[config.mk]
export PLATFORM = sky130hd
export DESIGN_NAME = adiabatic_phase_ctrl_flat
export DESIGN_NICKNAME = d
export VERILOG_FILES = /design/src/rtl/adiabatic_phase_ctrl_if.sv /design/src/rtl/adiabatic_phase_ctrl.sv /design/src/flat_wrapper.sv
export SDC_FILE = /design/constraint.sdc
export NUM_CORES = 1
export LEC_CHECK = 0
export CORE_MARGIN = 1.5
export CORE_UTILIZATION = 50
export DETAILED_ROUTE_END_ITERATION = 8
export GPL_TIMING_DRIVEN = 0
export PLACE_DENSITY = 0.75
export SLEW_MARGIN = 15
export SYNTH_ARGS = -nofsm -noshare
export SYNTH_HDL_FRONTEND = slang
export SYNTH_SLANG_ARGS = --single-unit
[constraint.sdc]
create_clock -name clk -period 6.1 [get_ports clk]
set_input_delay 0.915 -clock clk [delete_from_list [all_inputs] [get_ports clk]]
set_output_delay 0.915 -clock clk [all_outputs]
set_load 0.1 [all_outputs]
[src/rtl/adiabatic_phase_ctrl_if.sv]
// Handshake and power-clock bundle between the op requester
// and the adiabatic two-stage phase sequencer.
interface adiabatic_phase_ctrl_if;
    logic       en;
    logic       op_valid;
    logic       op_ready;
    logic       op_issue;
    logic [3:0] lvl1;
    logic [3:0] lvl2;
    logic       clkpos1;
    logic       clkneg1;
    logic       clkpos2;
    logic       clkneg2;
    logic       res_valid;
    logic       busy;

    modport master (
        output en, op_valid,
        input  op_ready, op_issue,
        input  lvl1, lvl2,
        input  clkpos1, clkneg1,
        input  clkpos2, clkneg2,
        input  res_valid, busy
    );

    modport slave (
        input  en, op_valid,
        output op_ready, op_issue,
        output lvl1, lvl2,
        output clkpos1, clkneg1,
        output clkpos2, clkneg2,
        output res_valid, busy
    );
endinterface

[src/rtl/adiabatic_phase_ctrl.sv]
// Two-stage adiabatic power-clock sequencer: trapezoidal
// step-charger levels, stage 2 lagging stage 1 by NSTEP.
module adiabatic_phase_ctrl #(
    parameter int NSTEP = 4,
    parameter int HOLD  = 2
) (
    input logic                  clk,
    input logic                  rst_n,
    adiabatic_phase_ctrl_if.slave bus
);
    localparam int P  = 2 * NSTEP + 2 * HOLD;
    localparam int CW = 6;

    localparam logic [CW-1:0] C_LAST  = CW'(P - 1);
    localparam logic [CW-1:0] C_NM1   = CW'(NSTEP - 1);
    localparam logic [CW-1:0] C_NSTEP = CW'(NSTEP);
    localparam logic [CW-1:0] C_HEND  = CW'(NSTEP + HOLD);
    localparam logic [CW-1:0] C_FEND  = CW'(2 * NSTEP + HOLD);
    localparam logic [CW-1:0] C_FTOP  = CW'(2 * NSTEP + HOLD - 1);
    localparam logic [CW-1:0] C_LAG   = CW'(P - NSTEP);
    localparam logic [CW-1:0] C_RES   = CW'(NSTEP + HOLD - 1);
    localparam logic [3:0]    L_TOP   = 4'(NSTEP);

    typedef enum logic {
        IDLE,
        RUN
    } state_t;

    state_t        state;
    logic [CW-1:0] cnt;
    logic          fire1;
    logic          fire2;
    logic          armed;
    logic [CW-1:0] k2;
    logic          ready;
    logic          accept;
    logic [3:0]    l1;
    logic [3:0]    l2;

    function automatic logic [3:0] wave(input logic [CW-1:0] k);
        logic [3:0] l;
        l = '0;
        unique case (1'b1)
            (k < C_NSTEP):
                l = 4'(k + 1'b1);
            (k >= C_NSTEP && k < C_HEND):
                l = L_TOP;
            (k >= C_HEND && k < C_FEND):
                l = 4'(C_FTOP - k);
            (k >= C_FEND):
                l = '0;
        endcase
        return l;
    endfunction

    // stage-2 phase position, cnt delayed by NSTEP modulo P
    always_comb begin
        k2 = cnt + C_LAG;
        if (cnt >= C_NSTEP)
            k2 = cnt - C_NSTEP;
    end

    // armed keeps op_ready low until the first edge after reset
    always_comb begin
        ready = 1'b0;
        if (state == IDLE)
            ready = bus.en & armed;
        else
            ready = bus.en & (cnt == C_LAST);
    end

    assign accept = bus.op_valid & ready;

    assign l1 = fire1 ? wave(cnt) : 4'd0;
    assign l2 = fire2 ? wave(k2) : 4'd0;

    assign bus.op_ready  = ready;
    assign bus.op_issue  = accept;
    assign bus.lvl1      = l1;
    assign bus.lvl2      = l2;
    assign bus.clkpos1   = (l1 == L_TOP);
    assign bus.clkneg1   = (l1 == 4'd0);
    assign bus.clkpos2   = (l2 == L_TOP);
    assign bus.clkneg2   = (l2 == 4'd0);
    assign bus.res_valid = fire2 & (k2 == C_RES);
    assign bus.busy      = (state == RUN);

    always_ff @(posedge clk or negedge rst_n) begin
        if (!rst_n) begin
            state <= IDLE;
            cnt   <= '0;
            fire1 <= 1'b0;
            fire2 <= 1'b0;
            armed <= 1'b0;
        end else begin
            armed <= 1'b1;
            unique case (state)
                IDLE: begin
                    cnt   <= '0;
                    fire2 <= 1'b0;
                    if (accept) begin
                        state <= RUN;
                        fire1 <= 1'b1;
                    end
                end
                RUN: begin
                    if (cnt == C_NM1)
                        fire2 <= fire1;
                    if (cnt == C_LAST) begin
                        cnt <= '0;
                        if (accept) begin
                            fire1 <= 1'b1;
                        end else begin
                            fire1 <= 1'b0;
                            // stage 2 already retired its last op
                            if (!fire1) begin
                                state <= IDLE;
                                fire2 <= 1'b0;
                            end
                        end
                    end else begin
                        cnt <= cnt + 1'b1;
                    end
                end
                default: state <= IDLE;
            endcase
        end
    end
endmodule
[src/flat_wrapper.sv]
// flat-port wrapper written by rule: the top's interface ports become plain ports
module adiabatic_phase_ctrl_flat 
#(
    parameter int NSTEP = 4,
    parameter int HOLD  = 2
)
  (clk, rst_n, bus_en, bus_op_valid, bus_op_ready, bus_op_issue, bus_lvl1, bus_lvl2, bus_clkpos1, bus_clkneg1, bus_clkpos2, bus_clkneg2, bus_res_valid, bus_busy);
  adiabatic_phase_ctrl_if bus_i ();
  input logic clk;
  input logic rst_n;
  input wire logic [$bits(bus_i.en)-1:0] bus_en;
  input wire logic [$bits(bus_i.op_valid)-1:0] bus_op_valid;
  output wire logic [$bits(bus_i.op_ready)-1:0] bus_op_ready;
  output wire logic [$bits(bus_i.op_issue)-1:0] bus_op_issue;
  output wire logic [$bits(bus_i.lvl1)-1:0] bus_lvl1;
  output wire logic [$bits(bus_i.lvl2)-1:0] bus_lvl2;
  output wire logic [$bits(bus_i.clkpos1)-1:0] bus_clkpos1;
  output wire logic [$bits(bus_i.clkneg1)-1:0] bus_clkneg1;
  output wire logic [$bits(bus_i.clkpos2)-1:0] bus_clkpos2;
  output wire logic [$bits(bus_i.clkneg2)-1:0] bus_clkneg2;
  output wire logic [$bits(bus_i.res_valid)-1:0] bus_res_valid;
  output wire logic [$bits(bus_i.busy)-1:0] bus_busy;
  assign bus_i.en = bus_en;
  assign bus_i.op_valid = bus_op_valid;
  assign bus_op_ready = bus_i.op_ready;
  assign bus_op_issue = bus_i.op_issue;
  assign bus_lvl1 = bus_i.lvl1;
  assign bus_lvl2 = bus_i.lvl2;
  assign bus_clkpos1 = bus_i.clkpos1;
  assign bus_clkneg1 = bus_i.clkneg1;
  assign bus_clkpos2 = bus_i.clkpos2;
  assign bus_clkneg2 = bus_i.clkneg2;
  assign bus_res_valid = bus_i.res_valid;
  assign bus_busy = bus_i.busy;
  adiabatic_phase_ctrl #(.NSTEP(NSTEP), .HOLD(HOLD)) u_core (.clk(clk), .rst_n(rst_n), .bus(bus_i));
endmodule
==> results.sh <==
export IMPL_status="completed"
export IMPL_ioPinCount=20
export IMPL_critical_path_class="flip-flop to output port"
export IMPL_via_count=1092
export IMPL_maxSlewViolCount=0
export IMPL_finalSetupViolCount=0
export IMPL_drive_gt1_share_pct=14.0
export IMPL_synth_top_area_share_pct=20.4
export IMPL_slew_headroom_pct=34.5
export IMPL_async_flop_share_pct=100
export IMPL_clkSinkCount=10
export IMPL_post_route_drc_count=0
export IMPL_path_buf_inv=2
export IMPL_dieHeight_um=52.6
export IMPL_synth_main_ff_cell="dfrtp_1"
export IMPL_synth_nets=156
export IMPL_area_delta_synth_final_pct=19.3
export IMPL_start_kind="flip-flop"
export IMPL_postCtsSetupRepairBufs=0
export IMPL_fmax_mhz=214
export IMPL_postPlaceCellArea_sq_um=1440
export IMPL_track_usage_pct=23.9
export IMPL_yosysTopAreaCell="dfrtp_1"
export IMPL_h_tree_depth=1
export IMPL_cts_tree="built"
export IMPL_reg2reg_from="u_core.cnt[2]"
export IMPL_cp_arrival_ps=3750
export IMPL_fin_tns_setup_ps=0
export IMPL_rsz0062_at_grt="false"
export IMPL_synth_compound_gate_area_share_pct=26.5
export IMPL_gr_total_overflow=0
export IMPL_start_util_pct=54.0
export IMPL_ctsResizeCount=0
export IMPL_die_area_sq_um=2760
export IMPL_fin_nets=179
export IMPL_busiest_layer="met2"
export IMPL_antenna_found_initial=0
export IMPL_min_delay_path_depth=2
export IMPL_grt_max_degree=12
export IMPL_design_area_sq_um=1470
export IMPL_routed_wl_um=2840
export IMPL_use_met3_pct=2.29
export IMPL_finalCritPeriodShare_pct=76.4
export IMPL_clk_path_buf_depth=2
export IMPL_hp_start="u_core.bus.busy"
export IMPL_min_to="u_core.fire2"
export IMPL_ff2ff_path_depth=7
export IMPL_grtUsageMet2_pct=39.0
export IMPL_fin_crit_ps=4660
export IMPL_drt_first_pass_iters=4
export IMPL_clock_root_buffer="clkbuf_4"
export IMPL_n_antenna_cell=0
export IMPL_drt_iter0_markers=25
export IMPL_clkLatencyLatePin_ps=260
export IMPL_ys_types=52
export IMPL_rows=17
export IMPL_netlist_area_sq_um=1230
export IMPL_yosysSeqAreaShare_pct=20.4
export IMPL_synth_edf_count=0
export IMPL_syn_inst=136
export IMPL_first_global_vias=1051
export IMPL_ys_top_cells_by_count="ha_1 (16), dfrtp_1 (10), inv_1 (9), nor2_1 (9), nand4_1 (7)"
export IMPL_path_cells="inv_1 > ha_1 > nor3b_1 > nand3_1 > mux2i_1 > a31oi_1 > a21boi_0 > clkdlybuf4s50_1"
export IMPL_ys_ff_latch=10
export IMPL_synthAdderAreaFrac_pct=16.3
export IMPL_end_kind="output port"
export IMPL_synth_xor_area_share_pct=4.99
export IMPL_dp_final_hpwl_um=2220
export IMPL_yosysWarnings=0
export IMPL_die_w_um=52.6
export IMPL_cts_hold_buf=0
export IMPL_hold_viol=0
export IMPL_wl_per_cell_um=15.4
export IMPL_skew_ps=9.04
export IMPL_maxCapViolCount=0
export IMPL_yosysMostFrequentCell="ha_1"
export IMPL_viasPerCell=5.90
export IMPL_clk_pin_slew_worst_paths_ps=60
export IMPL_max_stage_delay_ps=1160
export IMPL_gp_congestion=0.876
export IMPL_grtUsageMet1_pct=32.5
export IMPL_critPathTopFamily="buffers and inverters"
export IMPL_worst_slew_pin_slew_ps=979
export IMPL_reg2reg_to="u_core.bus.busy"
export IMPL_synth_mux_area_share_pct=1.63
export IMPL_slowest_stage="clkdlybuf4s50_1"
export IMPL_ff2ff_setup_slack_ps=4150
export IMPL_grt_pass1_wl_um=4930
export IMPL_cts_buffers_inserted=3
export IMPL_portBuffers=18
export IMPL_synth_area_leaders="dfrtp_1 (20%), ha_1 (16%), a2111oi_4 (4.5%)"
export IMPL_crit_required_ps=5180
export IMPL_core_area_sq_um=2280
export IMPL_synthSimpleGateAreaFrac_pct=23.1
export IMPL_ant_nets=0
export IMPL_synth_top_family_by_area="compound AO/OA/AOI/OAI gates"
export IMPL_syn_area_per_cell_sq_um=9.03
export IMPL_n_fill_cell=204
export IMPL_path_max_fanout=11
export IMPL_hold_class="flip-flop to flip-flop"
## routing by layer
metal	routed length, um	up-vias
met5	0	-
met4	9	0
met3	74	2
met2	1390	27
met1	1370	523
li1	-	540
## worst max path at each step
| stage | depth (start not counted) | from | endpoint | slack, ps |
|---|---|---|---|---|
| floorplan | 7 | u_core.cnt[3] | bus_clkneg2 | 1260 |
| global placement | 8 | u_core.cnt[3] | bus_clkpos2 | 1770 |
| detailed placement | 9 | u_core.cnt[2] | bus_clkpos2 | 1730 |
| CTS | 9 | u_core.cnt[2] | bus_clkpos2 | 1440 |
| global route | 8 | u_core.cnt[3] | bus_clkneg2 | 1210 |
| finish | 8 | u_core.cnt[3] | bus_clkneg2 | 1440 |
## kinds of logic (layout without fill, tap and decap cells)
| logic type | Yosys count | in the layout |
|---|---|---|
| xor+xnor | 7 | 7 |
| mux | 2 | 2 |
| fa+ha+maj | 16 | 16 |
| compound gates | 35 | 35 |
| buf+inv | 15 | 36 |
| flops | 10 | 10 |
| other cells | 2 | 2 |
| simple gates | 49 | 49 |
## cell type report
type	instances	area (sq um)	share of cell area [%]
clock buffers	3	22.5	1.54
inverters	9	33.8	2.30
repair buffers	18	180	12.3
flip-flops and latches	10	250	17.1
multi-input cells	111	898	61.3
plain buffers	6	46.3	3.16
well taps	28	35.0	2.39
## per-stage QoR
stage | worst slack, ps | hold WS, ps | std cells | util (%)
6_report | 1440 | 628 | 185 | 64.4
5_1_grt | 1210 | 671 | 185 | 64.4
4_1_cts | 1440 | 627 | 185 | 64.4
3_5_place_dp | 1730 | 615 | 182 | 63.4
3_3_place_gp | 1770 | 609 | 182 | 63.4
2_1_floorplan | 1260 | 544 | 136 | -
## flip-flops by register name, summed over array words and instances, names as in the netlist
signal           cells
u_core.armed         1
u_core.fire2         1
u_core.cnt           6
u_core.bus.busy      1
u_core.fire1         1
## cell usage in the layout, fill, tap and decap left out, types with 2 or more instances in the layout
master	synthesis	final
inv_1	9	9
clkdlybuf4s50_1	0	18
a21boi_2	2	2
xor2_1	2	2
nor3_1	2	2
buf_4	2	2
o211ai_1	2	2
o211a_1	2	2
nand2b_1	3	3
or3_1	2	2
a31oi_1	3	3
nand2_1	6	6
a21oi_1	2	2
nand3_1	5	5
conb_1	2	2
dfrtp_1	10	10
buf_6	2	2
nand4_1	7	7
a211oi_2	2	2
mux2i_1	2	2
and2_1	4	4
nor3b_1	2	2
xnor2_1	5	5
o21ai_0	5	5
nor2_1	9	9
ha_1	16	16
a2111oi_4	2	2
clkbuf_4	0	3
## worst register-to-register path, delay by kind of cell, from the launching register on
family | cells | cell delay [ps]
and+or+nand+nor | 3 | 460
buffers and inverters | 2 | 490
AOI/OAI and AO/OA | 1 | 200
adders and majority gates | 1 | 330
DFF | 1 | 410
Power is not shown: default switching activity piles up to over one toggle a cycle in this logic, so the estimate is an artifact.
